==> src/rtl/hs_mux_rr.sv <==
// N-input valid/ready mux, static-select or round-robin; HS_MUX_RR_LOCK_EN adds in_last/out_last packet locking.
// Latency: 1 cycle from input transfer to registered out_valid/out_data/out_src.
// Backpressure: in_ready is combinational and only asserts when the output register is empty or draining.
module hs_mux_rr #(
    parameter int WIDTH  = 8,
    parameter int NUM_IN = 4,
    parameter int SELW   = $clog2(NUM_IN)
) (
    input  logic                    clk,
    input  logic                    rst,
    input  logic                    mode,
    input  logic [SELW-1:0]         sel,
    input  logic [NUM_IN*WIDTH-1:0] in_data,
    input  logic [NUM_IN-1:0]       in_valid,
    output logic [NUM_IN-1:0]       in_ready,
    output logic [WIDTH-1:0]        out_data,
    output logic [SELW-1:0]         out_src,
    output logic                    out_valid,
    input  logic                    out_ready
`ifdef HS_MUX_RR_LOCK_EN
    ,
    input  logic [NUM_IN-1:0]       in_last,
    output logic                    out_last
`endif
);

    logic             load;
    logic             xfer;
    logic             gvalid;
    logic [SELW-1:0]  grant;
    logic [SELW-1:0]  ptr;
    logic [SELW-1:0]  ptr_nxt;
    logic             rr_found;
    logic [SELW-1:0]  rr_grant;
    logic [SELW:0]    rr_sum;
    logic [SELW-1:0]  rr_cand;
    logic [WIDTH-1:0] gdata;
    logic             last_beat;

`ifdef HS_MUX_RR_LOCK_EN
    logic             locked;
    logic [SELW-1:0]  lock_ch;

    assign last_beat = in_last[grant];
`else
    assign last_beat = 1'b1;
`endif

    assign load = !out_valid || out_ready;

    // Round-robin scan starts at ptr; index wraps modulo NUM_IN, not 2^SELW.
    always_comb begin
        rr_found = 1'b0;
        rr_grant = ptr;
        rr_sum   = '0;
        rr_cand  = '0;
        for (int k = 0; k < NUM_IN; k++) begin
            rr_sum  = {1'b0, ptr} + (SELW+1)'(k);
            rr_cand = (rr_sum >= (SELW+1)'(NUM_IN)) ? SELW'(rr_sum - (SELW+1)'(NUM_IN))
                                                    : rr_sum[SELW-1:0];
            if (!rr_found && in_valid[rr_cand]) begin
                rr_found = 1'b1;
                rr_grant = rr_cand;
            end
        end
    end

    always_comb begin
        grant  = sel;
        gvalid = (32'(sel) < NUM_IN) && in_valid[sel];
        if (mode) begin
            grant  = rr_grant;
            gvalid = rr_found;
        end
`ifdef HS_MUX_RR_LOCK_EN
        if (locked) begin
            grant  = lock_ch;
            gvalid = in_valid[lock_ch];
        end
`endif
    end

    // gvalid already implies in_valid[grant], so xfer is the transfer condition.
    assign xfer = !rst && load && gvalid;

    always_comb begin
        in_ready = '0;
        gdata    = '0;
        for (int i = 0; i < NUM_IN; i++) begin
            if (grant == SELW'(i)) begin
                in_ready[i] = xfer;
                gdata       = in_data[i*WIDTH +: WIDTH];
            end
        end
    end

    assign ptr_nxt = (grant == SELW'(NUM_IN-1)) ? '0 : grant + 1'b1;

    always_ff @(posedge clk) begin
        if (rst) begin
            out_valid <= 1'b0;
            out_data  <= '0;
            out_src   <= '0;
            ptr       <= '0;
`ifdef HS_MUX_RR_LOCK_EN
            out_last  <= 1'b0;
            locked    <= 1'b0;
            lock_ch   <= '0;
`endif
        end else if (load) begin
            out_valid <= xfer;
            if (xfer) begin
                out_data <= gdata;
                out_src  <= grant;
                if (mode && last_beat)
                    ptr <= ptr_nxt;
`ifdef HS_MUX_RR_LOCK_EN
                out_last <= in_last[grant];
                locked   <= !in_last[grant];
                lock_ch  <= grant;
`endif
            end
        end
    end

endmodule

==> config.mk <==
export PLATFORM = sky130hd
export DESIGN_NAME = hs_mux_rr
export DESIGN_NICKNAME = d
export VERILOG_FILES = /design/src/rtl/hs_mux_rr.sv
export SDC_FILE = /design/constraint.sdc
export NUM_CORES = 1
export LEC_CHECK = 0
export CAP_MARGIN = 20
export CELL_PAD_IN_SITES_DETAIL_PLACEMENT = 0
export CELL_PAD_IN_SITES_GLOBAL_PLACEMENT = 2
export CORE_MARGIN = 5
export CORE_UTILIZATION = 20
export CTS_CLUSTER_SIZE = 28
export DETAILED_ROUTE_END_ITERATION = 10
export GPL_TIMING_DRIVEN = 1
export PLACE_DENSITY_LB_ADDON = 0.1
export SLEW_MARGIN = 20
export SYNTH_ARGS = -nofsm -noshare
export SYNTH_HDL_FRONTEND = slang
export SYNTH_SLANG_ARGS = --single-unit
export TNS_END_PERCENT = 5
==> constraint.sdc <==
create_clock -name clk -period 3.1 [get_ports clk]
set_input_delay 0.62 -clock clk [delete_from_list [all_inputs] [get_ports clk]]
set_output_delay 0.62 -clock clk [all_outputs]
set_load 0.05 [all_outputs]
== After elaboration in Yosys (flattened, before gate mapping) ==
Cells that the tools add are included.

* Flip-flop bits (word level): 13
* Output and inout port bits: 15

* Add/subtract/negate cells: 8
* Reduce and logical (&&, ||, !) cells: 14
* Magnitude comparators: 9
* Eq/ne operators: 3
* Muxes and demuxes: 33

{| class="wikitable"
|+ Operators by type and width
! kind !! count
|-
| two-way mux 8 bit || 4
|-
| two-way mux 2 bit || 10
|-
| < comparator 2 x 3 -> 1 bit, second input constant || 5
|-
| two-way mux 1 bit || 14
|-
| binary-select mux 1 bit (select 2 bit) || 5
|-
| >= comparator 3 bit, second input constant || 3
|-
| subtractor 2 x 1 -> 2 bit, second input constant || 4
|-
| adder 2 x 2 -> 3 bit, second input constant || 2
|-
| logical AND 1 bit || 5
|-
| zero test 1 bit || 5
|-
| equality test 2 bit, second input constant || 2
|-
| adder 2 x 1 -> 3 bit, second input constant || 1
|-
| >= comparator 2 x 3 -> 1 bit, second input constant || 1
|-
| AND reduction 3 bit || 1
|-
| adder 2 x 1 -> 2 bit, second input constant || 1
|-
| equality test 2 x 1 -> 1 bit, second input constant || 1
|-
| zero test 2 bit || 1
|-
| AND reduction 2 bit || 1
|-
| logical OR 1 bit || 1
|}

== Longest topological paths before layout ==
Gate-level depths: netlist of run 1.

* Depth in word-level cells: 20
* Depth in mapped cells: 11
* Gate-level depth less buffers: 11

== Worst setup path before layout of run 1 ==
OpenSTA, ideal clock, no wires.

* Path kind: input -> output
* From: in in_valid[0]
* To: out in_ready[2]
* Required time: 2.480 ns
* Path slack: 0.108 ns
* Stages on the path: 8
* Arrival time: 2.372 ns
* Path buffers: 1
* Cells stage by stage: nor2b_1 -> a21oi_1 -> o221a_2 -> mux2_2 -> inv_1 -> ha_1 -> clkbuf_1 -> and2_1

* Longest elaborated chain between the ends: 15
* Elaborated cells between the ends (all ways): 29

{| class="wikitable"
|+ RTL lines
! what !! line !! text
|-
| start: declaration || 14 || <nowiki>input logic [NUM_IN-1:0] in_valid,</nowiki>
|-
| binary-select mux 1 bit (select 2 bit) || 61 || <nowiki>if (!rr_found && in_valid[rr_cand]) begin</nowiki>
|-
| two-way mux 1 bit (not written as such) || 61 ||
|-
| two-way mux 1 bit || 61 ||
|-
| zero test 1 bit || 61 ||
|-
| logical AND 1 bit || 61 ||
|-
| two-way mux 1 bit || 61 ||
|-
| zero test 1 bit || 61 ||
|-
| logical AND 1 bit || 61 ||
|-
| two-way mux 1 bit || 61 ||
|-
| zero test 1 bit || 61 ||
|-
| logical AND 1 bit || 61 ||
|-
| two-way mux 2 bit (*) || 61 ||
|-
| two-way mux 2 bit (*) || 71 || <nowiki>if (mode) begin</nowiki>
|-
| named net grant[0] || 30 || <nowiki>logic [SELW-1:0] grant;</nowiki>
|-
| equality test 2 bit (*) || 90 || <nowiki>if (grant == SELW'(i)) begin</nowiki>
|-
| two-way mux 1 bit (*) || 90 ||
|-
| end: declaration || 15 || <nowiki>output logic [NUM_IN-1:0] in_ready,</nowiki>
|}

The timed path passes the listed nets; every way through them passes the cells marked *. The select of a mux whose other input is x is not followed.

== Worst setup path after layout of run 1 ==
* From: in in_valid[1]
* To: out in_ready[3]

Same word-level chain as after synthesis.

==> results of run 1 <==
==> metal layers <==
layer / up-vias / track usage (%) / part of all wire, %
met5: - / 0 / 0
li1: 572 / - / -
met3: 2 / 4.04 / 8.3
met2: 42 / 20.7 / 50
met4: 0 / 1.52 / 0.29
met1: 513 / 11.6 / 41
==> sequential cells by signal (all words and copies together) (netlist names) <==
signal	cells
out_data	8
out_src	2
out_valid	1
ptr	2
==> timing repair <==
item,CTS,global route
gates resized for setup,9,1
setup endpoints to repair,4,2
hold endpoints to repair,0,0
pin swaps,0,1
==> placed cells by master, fill, tap and decap left out, drive strengths merged <==
cell type | netlist | routed
clkdlybuf4s50 | 0 | 49
buf | 2 | 19
a21oi | 13 | 13
dfxtp | 13 | 13
nor2 | 13 | 13
nor2b | 12 | 12
a211oi | 9 | 9
nor3 | 8 | 8
a221oi | 7 | 7
inv | 4 | 4
o21ai | 4 | 4
ha | 4 | 4
and2 | 4 | 4
clkbuf | 5 | 4
nand2 | 3 | 3
nand2b | 3 | 3
dlygate4sd2 | 0 | 3
mux2i | 3 | 3
o221a | 1 | 1
mux2 | 1 | 1
o21bai | 1 | 1
nand3b | 1 | 1
nand3 | 1 | 1
nand4 | 1 | 1
o22ai | 1 | 1
mux4 | 1 | 1
or4 | 1 | 1
a22oi | 1 | 1
nor3b | 1 | 1
a21o | 1 | 1
==> path summary, 6_finish.rpt <==
| check | startpoint | endpoint |
|---|---|---|
| worst min register to register | out_src[1] | out_src[1] |
| worst max register to register | ptr[1] | out_data[5] |
| worst max-delay path | in_valid[1] | in_ready[3] |
| worst min-delay path | out_src[1] | out_src[1] |
==> per-stage QoR <==
stage | setup WS, ns | power, mW | utilization, % | setup TNS, ns
after floorplan | 0.108 | 0.394 | - | 0
after global placement | -0.110 | 0.545 | 36.6 | -0.729
after detailed placement | -0.145 | 0.546 | 36.6 | -1.07
after CTS | 0.0500 | 0.704 | 38.0 | 0
after global routing | -0.00713 | 0.738 | 38.0 | -0.00713
final | 0.105 | 0.689 | 38.0 | 0
==> kinds of logic after synthesis <==
| group | after synthesis | share of synthesized area [%] |
|---|---|---|
| buffers and inverters | 11 | 5.65 |
| AOI/OAI and AO/OA | 38 | 29.5 |
| muxes | 5 | 7.66 |
| DFF | 13 | 26.1 |
| and+or+nand+nor | 48 | 26.0 |
| adders and majority gates | 4 | 5.03 |
==> final cells by class <==
cell class	instances	area, sq um	share of cell area (%)
Sequential cell	13	260	14.3
Clock buffer	4	45.0	2.47
Tap cell	67	83.8	4.60
Inverter	4	15.0	0.825
Multi-Input combinational cell	95	707	38.8
Timing Repair Buffer	71	709	39.0
==> where the power goes <==
group	internal [mW]	switching (mW)	total (mW)
Combinational	0.166	0.179	0.345
Clock	0.0906	0.0575	0.148
Sequential	0.185	0.0113	0.196
==> worst max-delay path: stages <==
cell and delay (ns):
sky130_fd_sc_hd__clkdlybuf4s50_1 0.42, sky130_fd_sc_hd__nor2_1 0.09, sky130_fd_sc_hd__a21oi_1 0.05, sky130_fd_sc_hd__o221a_2 0.29, sky130_fd_sc_hd__mux2_4 0.28, sky130_fd_sc_hd__buf_4 0.14, sky130_fd_sc_hd__ha_1 0.20, sky130_fd_sc_hd__and2_4 0.15
sky130_fd_sc_hd__buf_12 0.14
==> out/summary.log, run 1 <==
INFO  outcome        outcome=completed
INFO  global_routing maximum_number_of_pins_on_one_net_before_global_route_repair=20
INFO  synthesis      synth_area_leaders=sky130_fd_sc_hd__dfxtp_1 26%, sky130_fd_sc_hd__a211oi_2 10%, sky130_fd_sc_hd__nor2b_1 7.5%
INFO  placement      detailedPlacementHpwl=2870um
INFO  placement      gp_congestion=0.802
INFO  setup_path     cp.required=2.48ns
INFO  cells_and_area layout.cell_area.non_filler=1820squm
INFO  floorplan      floorplan.io_pins=57
INFO  floorplan      die_area=6490squm
INFO  run            max_cap_viol_count=0
INFO  synthesis      post_synthesis_sequential_area_ratio=26.1%
INFO  setup_path     cell_depth_of_the_worst_flop_to_flop_path=12
INFO  clock_network  cts_tree=done
INFO  setup_path     type_of_the_setup_path_with_the_least_slack=input pin to output port
INFO  clock_network  cts.sinks=13
INFO  clock_network  hold_buffers=0
INFO  sta            finalCriticalPeriod=2.99ns
INFO  hold_path      min_path_type=register to register
INFO  placement      post-place-cells=250
INFO  sta            worst_pin_slew=0.501ns
INFO  synthesis      count_of_flip_flops_with_a_built_in_enable_after_synthesis=0
INFO  clock_network  ctsRootBufferMaster=sky130_fd_sc_hd__clkbuf_8
INFO  sta            hold-worst-slack=0.472ns
INFO  floorplan      core_area=4790squm
INFO  power_and_ir_drop p_leak=0.691nW
INFO  setup_path     crit_fanout=3
INFO  global_routing total_congestion_overflow_after_global_routing=0
INFO  global_routing first_global_vias=1225
INFO  clock_network  htree_levels=1
INFO  floorplan      dieHeight=80.6um
INFO  cells_and_area n_fill_cell=494
INFO  synthesis      post_synth_num_cell_types=31
INFO  route          total_iterations_of_the_first_detailed_routing_run=4
INFO  hold_path      worstHoldPathCells=2
INFO  synthesis      yosys.area.top_type=sky130_fd_sc_hd__dfxtp_1
INFO  cells_and_area nNetsFinal=234
INFO  route          drt-total-wl=3450um
INFO  placement      postPlaceCellArea=1750squm
INFO  synthesis      post_synth_instance_area=996squm
INFO  global_routing grt_usage=10.9%
INFO  route          vias_per_cell=4.44
INFO  cells_and_area layout-drive-gt1-share=21.4%
INFO  synthesis      yosysWarnings=0
INFO  clock_network  cts.reportedPaths.clkPinSlew=0.05ns
INFO  route          wl_per_cell=13.6um
INFO  clock_network  postCtsSetupBuffers=0
INFO  clock_network  clk-insertion-delay-late=0.24ns
INFO  synthesis      synthesis.area_per_instance=8.37squm
INFO  sta            hold_viol_final=0
INFO  cells_and_area antennaDiodeCount=0
INFO  sta            max_slew_margin=66.5%
INFO  synthesis      synth.ff_latch_count=13
INFO  sta            setup_violations=0
INFO  setup_path     worst_ep_arrival_time=2.37ns
INFO  global_routing grt_first_pass_wirelength=5550um
INFO  sta            maxSlewViolCount=0
INFO  route          dr.first_iter.drc_count=33
INFO  power_and_ir_drop power.density=378nW/um^2
INFO  sta            grt_setup_unrepaired=true
INFO  clock_network  cts.path.max_buffers=2
INFO  synthesis      async_flop_share=0%
INFO  synthesis      post_synth_inst_count=119
INFO  route          drc_violation_count_after_routing=0
INFO  global_routing antenna_violations_before_repair=0
INFO  sta            finalCritPeriodShare=96.6%
INFO  cells_and_area synthToLayoutAreaGrowth=82.8%
INFO  clock_network  cts_buffers=3
INFO  synthesis      yosys.area.top_type_share=26.1%
INFO  sta            clock.fmax=334MHz
INFO  synthesis      synth_commonest_cells=13 x sky130_fd_sc_hd__a21oi_1, 13 x sky130_fd_sc_hd__dfxtp_1, 12 x sky130_fd_sc_hd__nor2_1, 12 x sky130_fd_sc_hd__nor2b_1
INFO  synthesis      synth-main-ff-cell=sky130_fd_sc_hd__dfxtp_1
INFO  route          antenna_left=0
INFO  floorplan      floorplan.initialDensity=20.8%
INFO  placement      portBuffers=56
INFO  cells_and_area final_cell_count_no_fill=254
INFO  floorplan      floorplan.die.width=80.6um
INFO  floorplan      floorplan.rows=25
INFO  setup_path     timing.reg2reg.setup_slack=0.60ns
INFO  synthesis      synthesis.nets=165
INFO  setup_path     critPathCaptureType=output port
INFO  sta            fin_worst_skew=0.000566ns
INFO  power_and_ir_drop peakVddDrop=186uV
INFO  setup_path     setup.worst_path.start_class=input pin
INFO  route          vias=1129
Power figures use the tool's default switching activity.
==> run 2, diff against run 1 <==
--- a/config.mk
+++ b/config.mk
@@ -5,7 +5,7 @@
 export SDC_FILE = /design/constraint.sdc
 export NUM_CORES = 1
 export LEC_CHECK = 0
-export CAP_MARGIN = 20
+export CAP_MARGIN = 15
 export CELL_PAD_IN_SITES_DETAIL_PLACEMENT = 0
 export CELL_PAD_IN_SITES_GLOBAL_PLACEMENT = 2
 export CORE_MARGIN = 5
==> results of run 2 <==
The final DEF is identical to that of run 1; final timing and power are the same.
==> run 3, diff against run 2 <==
--- a/config.mk
+++ b/config.mk
@@ -8,13 +8,14 @@
 export CAP_MARGIN = 15
 export CELL_PAD_IN_SITES_DETAIL_PLACEMENT = 0
 export CELL_PAD_IN_SITES_GLOBAL_PLACEMENT = 2
+export CORE_ASPECT_RATIO = 0.5
 export CORE_MARGIN = 5
 export CORE_UTILIZATION = 20
 export CTS_CLUSTER_SIZE = 28
 export DETAILED_ROUTE_END_ITERATION = 10
 export GPL_TIMING_DRIVEN = 1
 export PLACE_DENSITY_LB_ADDON = 0.1
-export SLEW_MARGIN = 20
+export SLEW_MARGIN = 15
 export SYNTH_ARGS = -nofsm -noshare
 export SYNTH_HDL_FRONTEND = slang
 export SYNTH_SLANG_ARGS = --single-unit
==> run 3 against run 2 <==
Compared with the run above:
- die area grew 1.3%
- largest cell class is now multi-input combinational cells
- register-to-register slack gained 0.14 ns
- largest power group unchanged
- highest routed layer unchanged
- flip-flop and latch count is the same
- critical path depth shrank 2
==> out/summary.log, run 3 (synthesis gave the netlist of run 1 again) <==
INFO  route          drc_violation_count_after_routing=0 [unchanged]
INFO  clock_network  htree_levels=1 [unchanged]
INFO  sta            grt_setup_unrepaired=false
INFO  global_routing grt_first_pass_wirelength=5610um [+1.1%]
INFO  sta            hold-worst-slack=0.473ns [+0.000609 ns]
INFO  route          routed_metal_1_wire_length=1520um [+7.2%]
INFO  sta            worst_pin_slew=0.502ns [+0.000786 ns]
INFO  setup_path     critical_path.reg2reg.endpoint=out_data[6]
INFO  cells_and_area largest-register=out_data
INFO  floorplan      floorplan.die.width=110um [+36%]
INFO  placement      detailedPlacementHpwl=2770um [-3.6%]
INFO  setup_path     type_of_the_setup_path_with_the_least_slack=input pin to output port
INFO  global_routing total_congestion_overflow_after_global_routing=0 [unchanged]
INFO  sta            setup_violations=0 [unchanged]
INFO  floorplan      die_area=6580squm [+1.3%]
INFO  sta            finalCritPeriodShare=96.2% [-0.41 points]
INFO  route          dr_wl_met2=1560um [-9.9%]
INFO  setup_path     cp.required=2.48ns [about the same]
INFO  placement      portBuffers=56 [unchanged]
INFO  route          dr.first_iter.drc_count=26 [-21%]
INFO  global_routing antenna_violations_before_repair=0 [unchanged]
INFO  floorplan      floorplan.io_pins=57 [unchanged]
INFO  setup_path     worst_ep_arrival_time=2.36ns [about the same]
INFO  sta            hold_viol_final=0 [unchanged]
INFO  power_and_ir_drop p_leak=0.684nW [-0.96%]
INFO  route          top_layer_used=met4
INFO  sta            finalCriticalPeriod=2.98ns [-0.0126 ns]
INFO  route          antenna_left=0 [unchanged]
INFO  cells_and_area layout-drive-gt1-share=23.5% [+2.1 points]
INFO  sta            fin_worst_skew=0.00478ns [+0.00421 ns]
INFO  setup_path     setup.worst_path.start_class=input pin
INFO  clock_network  ctsRootBufferMaster=sky130_fd_sc_hd__clkbuf_8
INFO  cells_and_area layout.cells.most_common_list=49 x sky130_fd_sc_hd__clkdlybuf4s50_1, 15 x sky130_fd_sc_hd__buf_4, 13 x sky130_fd_sc_hd__a21oi_1, 13 x sky130_fd_sc_hd__dfxtp_1, 12 x sky130_fd_sc_hd__nor2_1
INFO  placement      post-place-cells=253 [+1.2%]
INFO  clock_network  cts.reportedPaths.clkPinSlew=0.06ns [about the same]
INFO  clock_network  hold_buffers=0 [unchanged]
INFO  floorplan      floorplan.rows=18 [-28%]
INFO  route          wl_per_cell=13.3um [-1.9%]
INFO  setup_path     timing.rr.start=ptr[1]
INFO  route          vias=1104 [-2.2%]
INFO  placement      gp_congestion=0.723 [-9.9%]
INFO  setup_path     crit_fanout=7 [+4]
INFO  sta            final.setup.tns=0ns [unchanged]
INFO  sta            setup_slack=0.118ns [+0.0126 ns]
INFO  cells_and_area layout.cells.most_common=sky130_fd_sc_hd__clkdlybuf4s50_1
INFO  cells_and_area layout.cell_area.non_filler=1830squm [+0.34%]
INFO  cells_and_area nNetsFinal=234 [unchanged]
INFO  floorplan      floorplan.initialDensity=20.5% [-0.34 points]
INFO  hold_path      min_path_type=register to register
INFO  route          vias_per_cell=4.30 [-3.4%]
INFO  global_routing first_global_vias=1171 [-4.4%]
INFO  power_and_ir_drop power.density=381nW/um^2 [+0.55%]
INFO  cells_and_area n_fill_cell=521 [+5.5%]
INFO  cells_and_area finalCoreUtilization=37.6% [-0.49 points]
INFO  route          drt-total-wl=3430um [-0.70%]
INFO  outcome        outcome=completed
INFO  sta            maxSlewViolCount=0 [unchanged]
INFO  placement      postPlaceCellArea=1760squm [+0.21%]
INFO  run            max_cap_viol_count=0 [unchanged]
INFO  cells_and_area max_reg_flops=8 [unchanged]
INFO  sta            max_slew_margin=66.5% [about the same]
INFO  route          met3_length=315um [+11%]
INFO  placement      dpl_worst_slack=-0.331ns [-0.187 ns]
INFO  clock_network  cts.path.max_buffers=2 [unchanged]
INFO  setup_path     crit_end=in_ready[0]
INFO  setup_path     timing.reg2reg.setup_slack=0.74ns [+0.14 ns]
INFO  floorplan      core_area=4860squm [+1.6%]
INFO  cells_and_area antennaDiodeCount=0 [unchanged]
INFO  setup_path     cell_depth_of_the_worst_flop_to_flop_path=11 [-1]
INFO  global_routing maximum_number_of_pins_on_one_net_before_global_route_repair=17 [-15%]
INFO  cells_and_area final_cell_count_no_fill=257 [+1.2%]
INFO  clock_network  clk-insertion-delay-late=0.24ns [about the same]
INFO  clock_network  cts_tree=done
INFO  clock_network  cts_buffers=3 [unchanged]
INFO  setup_path     critPathCaptureType=output port
INFO  cells_and_area multiInputGateArea=709squm [+0.35%]
INFO  cells_and_area seq_area=260squm [unchanged]
INFO  clock_network  cts.sinks=13 [unchanged]
INFO  setup_path     cp-startpoint=in_valid[1]
INFO  cells_and_area largest_registers=out_data: 8 flops, out_src: 2 flops, ptr: 2 flops
INFO  route          total_iterations_of_the_first_detailed_routing_run=4 [unchanged]
INFO  floorplan      dieHeight=59.9um [-26%]
INFO  global_routing grt_usage=11.0% [+0.11 points]
INFO  sta            clock.fmax=335MHz [+0.42%]
INFO  cells_and_area synthToLayoutAreaGrowth=83.4%
INFO  power_and_ir_drop peakVddDrop=144uV [-23%]
INFO  power_and_ir_drop finalPower=0.695mW [+0.89%]
-- run 3: worst max-delay path, cell delays in order --
cell and delay [ns]:
sky130_fd_sc_hd__clkdlybuf4s50_1 0.41, sky130_fd_sc_hd__buf_4 0.16, sky130_fd_sc_hd__or4_4 0.53, sky130_fd_sc_hd__mux2i_4 0.17
sky130_fd_sc_hd__nor2_2 0.11, sky130_fd_sc_hd__and2_1 0.20, sky130_fd_sc_hd__buf_12 0.15
-- run 3: area by class of cell --
| type | instances | share of cell area, % |
|---|---|---|
| Tap cell | 70 | 4.79 |
| Clock buffer | 4 | 2.47 |
| Multi-Input combinational cell | 95 | 38.8 |
| Sequential cell | 13 | 14.2 |
| Inverter | 4 | 0.822 |
| Timing Repair Buffer | 71 | 38.8 |
-- run 3: how the worst min path moves through the flow --
| stage | cells past startpoint | start | slack [ns] | end |
|---|---|---|---|---|
| 6_report | 2 | out_src[1] | 0.47 | out_src[1] |
| 3_5_place_dp | 2 | out_src[1] | 0.47 | out_src[1] |
| 5_1_grt | 2 | out_src[1] | 0.51 | out_src[1] |
| 2_1_floorplan | 2 | ptr[0] | 0.52 | ptr[0] |
| 3_3_place_gp | 2 | out_src[1] | 0.46 | out_src[1] |
| 4_1_cts | 2 | out_src[1] | 0.48 | out_src[1] |
-- run 3: layer usage --
layer,vias up,track usage [%]
met5,-,0
met4,0,1.60
met3,2,4.21
met2,33,18.6
met1,497,13.7
li1,572,-
-- run 3: where the power goes --
group | internal (mW) | switching [mW]
clock | 0.0908 | 0.0647
sequential | 0.185 | 0.0106
combinational | 0.166 | 0.179
total | 0.441 | 0.254
-- run 3: timing repair --
item,CTS,global route
setup buffers,0,0
gates cloned,0,0
setup endpoints to repair,11,11
pin swaps,0,1
gates resized for setup,4,8
==> edit 1, RTL diff (flow settings as in run 2) <==
Build with the macro `HS_MUX_RR_LOCK_EN` defined.
--- a/src/rtl/hs_mux_rr.sv
+++ b/src/rtl/hs_mux_rr.sv
@@ -2,4 +2,6 @@
 // Latency: 1 cycle from input transfer to registered out_valid/out_data/out_src.
 // Backpressure: in_ready is combinational and only asserts when the output register is empty or draining.
+`define HS_MUX_RR_LOCK_EN
+
 module hs_mux_rr #(
     parameter int WIDTH  = 8,
Ports: changed (added in_last and out_last); port bits go from 57 to 62. The function was not compared with the original's and may differ.
==> edit 1 against run 2 <==
Synthesized cell count up 28%. Critical endpoint unchanged. Count of clock-buffer cells in the layout shrank 1. Routed wire length increased by 26%. Final cell count grew 18%. Area after synthesis rose by 19%. Worst setup slack worse by 0.018 ns. Via count grew 23%. Final area is 17% higher. Sequential cell count up 2.
Power is not compared: it rests on default switching activity, and its combinational part moved more than twofold at a synthesized area within 25%.
==> edit 1: results (changes against run 2) <==
[detailed_routing]
routedWlPerCell_microns=14.6  ; was 13.6 microns
dr.pass1.iters=4  ; unchanged
vias=1385  ; was 1129
wl_microns=4360  ; was 3450 microns

[finish]
reg_top3=out_data (8), lock_ch (2), ptr (2)  ; was out_data (8), out_src (2), ptr (2)
multi_input_area_share_pct=41.4  ; was 38.8%
nClkBuffers=3  ; was 4
multiInputCombCellCount=118  ; was 95
seqCellArea_sq_um=300  ; was 260 sq um
signal_buffers=79  ; was 71
inverters=8  ; was 4
drive_above_1_share_pct=24.1  ; was 21.4%
nFillCells=620  ; was 494
nonClkBufAreaFrac_pct=36.5  ; was 39.0%
fin_nets=275  ; was 234

[placement]
numPortBuffers=61  ; was 56
placed_area_sq_um=2020  ; was 1750 sq um
routabilityCongestion=0.763  ; was 0.802
dp_hpwl_microns=3540  ; was 2870 microns

[sta]
min_period_ns=3.01  ; was 2.99 ns
clock_skew_ns=0.00707  ; was 0.000566 ns
relSlewSlack_pct=65.0  ; was 66.5%

[pwr]
ir_drop_v=0.000523
power.density_nw_per_um2=883
finalPower_mw=1.88

[worst_hold_path]
hold_start=out_last  ; was out_src[1]

[critical_path]
cp.arrival_ns=2.39  ; was 2.37 ns
reg2reg_from=ptr[0]  ; was ptr[1]
r2r_setup_slack_ns=0.54  ; was 0.60 ns
path_max_fanout=4  ; was 3
slowest_delay_ns=0.38  ; was 0.42 ns
cpMaxStageDelayCell=or3b_1  ; was clkdlybuf4s50_1
cp_top_family=simple AND/OR/NAND/NOR gates  ; was buffers and inverters

[grt]
grtUsageMet3_pct=3.78  ; was 4.04%
grt_pass1_vias=1482  ; was 1225
grt_max_degree=19  ; was 20
grt_use_met2_pct=21.9  ; was 20.7%
grt_pass1_wl_microns=6950  ; was 5550 microns
met1_usage_pct=12.6  ; was 11.6%
track_usage_pct=11.6  ; was 10.9%

[synthesis]
ys_types=37  ; was 31
ys_ff_latch=15  ; was 13
syn_inst=152  ; was 119
syn-num-nets=202  ; was 165

[outcome]
run_status=complete, no violations  ; unchanged

[floorplan]
rows=28  ; was 25

-- edit 1: cell count changes after synthesis, sizes merged, moves of 4 or more --
cell and change:
nor2b -7, a221oi -7, nor3 -7, a211oi -7
nor2 +7, nand3b +10, clkbuf +5, o21ai +12
inv +4, a22oi +6
-- edit 1: what timing repair did --
action	CTS	global route
pin swaps	6	1
gates resized for setup	21	4
endpoints found under the hold margin	0	0
hold buffers	0	0
endpoints found under the setup margin	11	8
-- edit 1: logic make-up after synthesis --
logic type	Yosys count	share of synthesized area (%)
muxes	6	8.24
buffers and inverters	19	7.19
adders and majority gates	4	4.23
and+or+nand+nor	56	27.0
DFF	15	25.4
AOI/OAI and AO/OA	52	28.0
-- edit 1: metal layers --
| metal | vias to the layer above | part of all wire [%] | wire [microns] |
|---|---|---|---|
| met5 | - | 0 | 0 |
| met4 | 0 | 1.1 | 46 |
| met2 | 44 | 51 | 2210 |
| met3 | 5 | 7.2 | 316 |
| li1 | 695 | - | - |
| met1 | 641 | 41 | 1790 |
==> edit 2, RTL diff (settings of run 2) <==
Without the edit above. Reset style: asynchronous (`rst`), changed in one clocked block.
--- a/src/rtl/hs_mux_rr.sv
+++ b/src/rtl/hs_mux_rr.sv
@@ -97,5 +97,5 @@
     assign ptr_nxt = (grant == SELW'(NUM_IN-1)) ? '0 : grant + 1'b1;
 
-    always_ff @(posedge clk) begin
+    always_ff @(posedge clk or posedge rst) begin
         if (rst) begin
             out_valid <= 1'b0;
Behaviour: differs if rst is asserted again (counterexample within 4 cycles, from zero or initial values and one cycle with rst high); with rst held inactive, the same outputs for 10 cycles.
==> edit 2 against run 2 <==
Final area grew 3.2%. Critical path depth is the same. Final cell count shrank 1.2%. Maximum frequency is essentially flat. Area after synthesis grew 3.5%. Sequential cell count is the same. Hold slack gained 0.011 ns. Routed wire length grew 0.55%. Worst setup slack gained 0.0011 ns. Sequential share of layout area grew 3.0 points. Clock skew is essentially flat.
Power is not compared: it rests on default switching activity, and its combinational part moved more than twofold at a synthesized area within 25%.
==> edit 2: results (changes against run 2) <==
[sta]
clock_skew_ns=0.000361  ; was 0.000566 ns
relSlewSlack_pct=65.4  ; was 66.5%

[placement]
dp_slack_ns=-0.241  ; was -0.145 ns
placed_area_sq_um=1820  ; was 1750 sq um
routabilityCongestion=0.813  ; was 0.802

[finish]
drive_above_1_share_pct=22.7  ; was 21.4%
final-instance-count-excl-fill=251  ; was 254
fin_nets=228  ; was 234

[detailed_routing]
wl_microns=3470  ; was 3450 microns
vias=1053  ; was 1129
drtIter0Drc=56  ; was 33

[synthesis]
synthMuxAreaShare_pct=17.0  ; was 7.66%
synthTopCellsByArea=dfrtp_1 (32%), mux2_4 (12%), nor2b_1 (7.9%)  ; was dfxtp_1 (26%), a211oi_2 (10%), nor2b_1 (7.5%)
syn-num-nets=154  ; was 165
synth_common_cells=dfrtp_1 (13), nor2b_1 (13), nand2_1 (11)  ; was a21oi_1 (13), dfxtp_1 (13), nor2_1 (12), nor2b_1 (12)
synth_compound_area_share_pct=23.1  ; was 29.5%
ys_seq_area_share_pct=31.6  ; was 26.1%
syn_inst=108  ; was 119
ys_types=33  ; was 31
async_flop_share_pct=100  ; was 0%
synth_adder_area_share_pct=4.85  ; was 5.03%

[grt]
grt_pass1_vias=1154  ; was 1225
grt_pass1_wl_microns=5440  ; was 5550 microns
track_usage_pct=10.7  ; was 10.9%

[clocking]
cts_max_path_buffers=2  ; unchanged

[worst_hold_path]
hold_depth=1  ; was 2

[critical_path]
worstRegToRegCells=11  ; was 12

[outcome]
run_status=complete, no violations  ; unchanged

[edit 2: changes by cell type in the layout (fill, tap and decap cells not counted), moves of 7 or more]
cell,change
nor3_1,-7
nand2_1,+8
dfxtp_1,-13
o31ai_1,+7
a211oi_2,-8
dfrtp_1,+13
mux2_4,+7
nor2_1,-10
a21oi_1,-8
[edit 2: power by group through the flow]
stage / Clock [mW] / Combinational [mW] / Sequential (mW)
2_1_floorplan: 0 / 0.291 / 0.500
3_3_place_gp: 0 / 0.811 / 0.300
3_5_place_dp: 0 / 0.812 / 0.302
4_1_cts: 0.153 / 0.814 / 0.301
5_1_grt: 0.162 / 0.862 / 0.309
6_report: 0.148 / 0.810 / 0.299
[edit 2: what timing repair did]
action,4_1_cts,5_1_grt
resized for setup,4,3
pin swaps,1,1
endpoints found under the setup margin,4,5
hold endpoints to repair,0,0
[edit 2: layout make-up]
cell class	count	area, sq um
fill	519	3160
timing repair buffer	74	719
multi-input combinational	84	678
sequential	13	325
tap	70	87.6
clock buffer	4	45.0
inverter	6	22.5
[edit 2: final timing paths]
check,from,to,slack [ns]
worst max-delay path,in_valid[3],in_ready[2],0.11
worst min-delay path,out_data[2],out_data[2],0.48
worst max register to register,ptr[1],out_data[1],0.56
worst min register to register,out_data[2],out_data[2],0.48
max in group asynchronous,rst,out_data[4],2.04
min in group asynchronous,rst,out_valid,0.73
[edit 2: layer usage]
metal	vias up	wire length (microns)	share of wire, %	global-route usage [%]
li1	544	-	-	-
met3	2	168	4.8	1.54
met5	-	0	0	0
met2	32	1500	43	15.6
met4	0	34	0.98	3.99
met1	475	1770	51	15.6
[edit 2: critical path: stages]
cell	delay (ns)
clkdlybuf4s50_1	0.44
buf_4	0.16
o311ai_2	0.27
buf_4	0.15
buf_4	0.10
nand2_1	0.08
ha_2	0.20
and3_1	0.15
buf_4	0.19
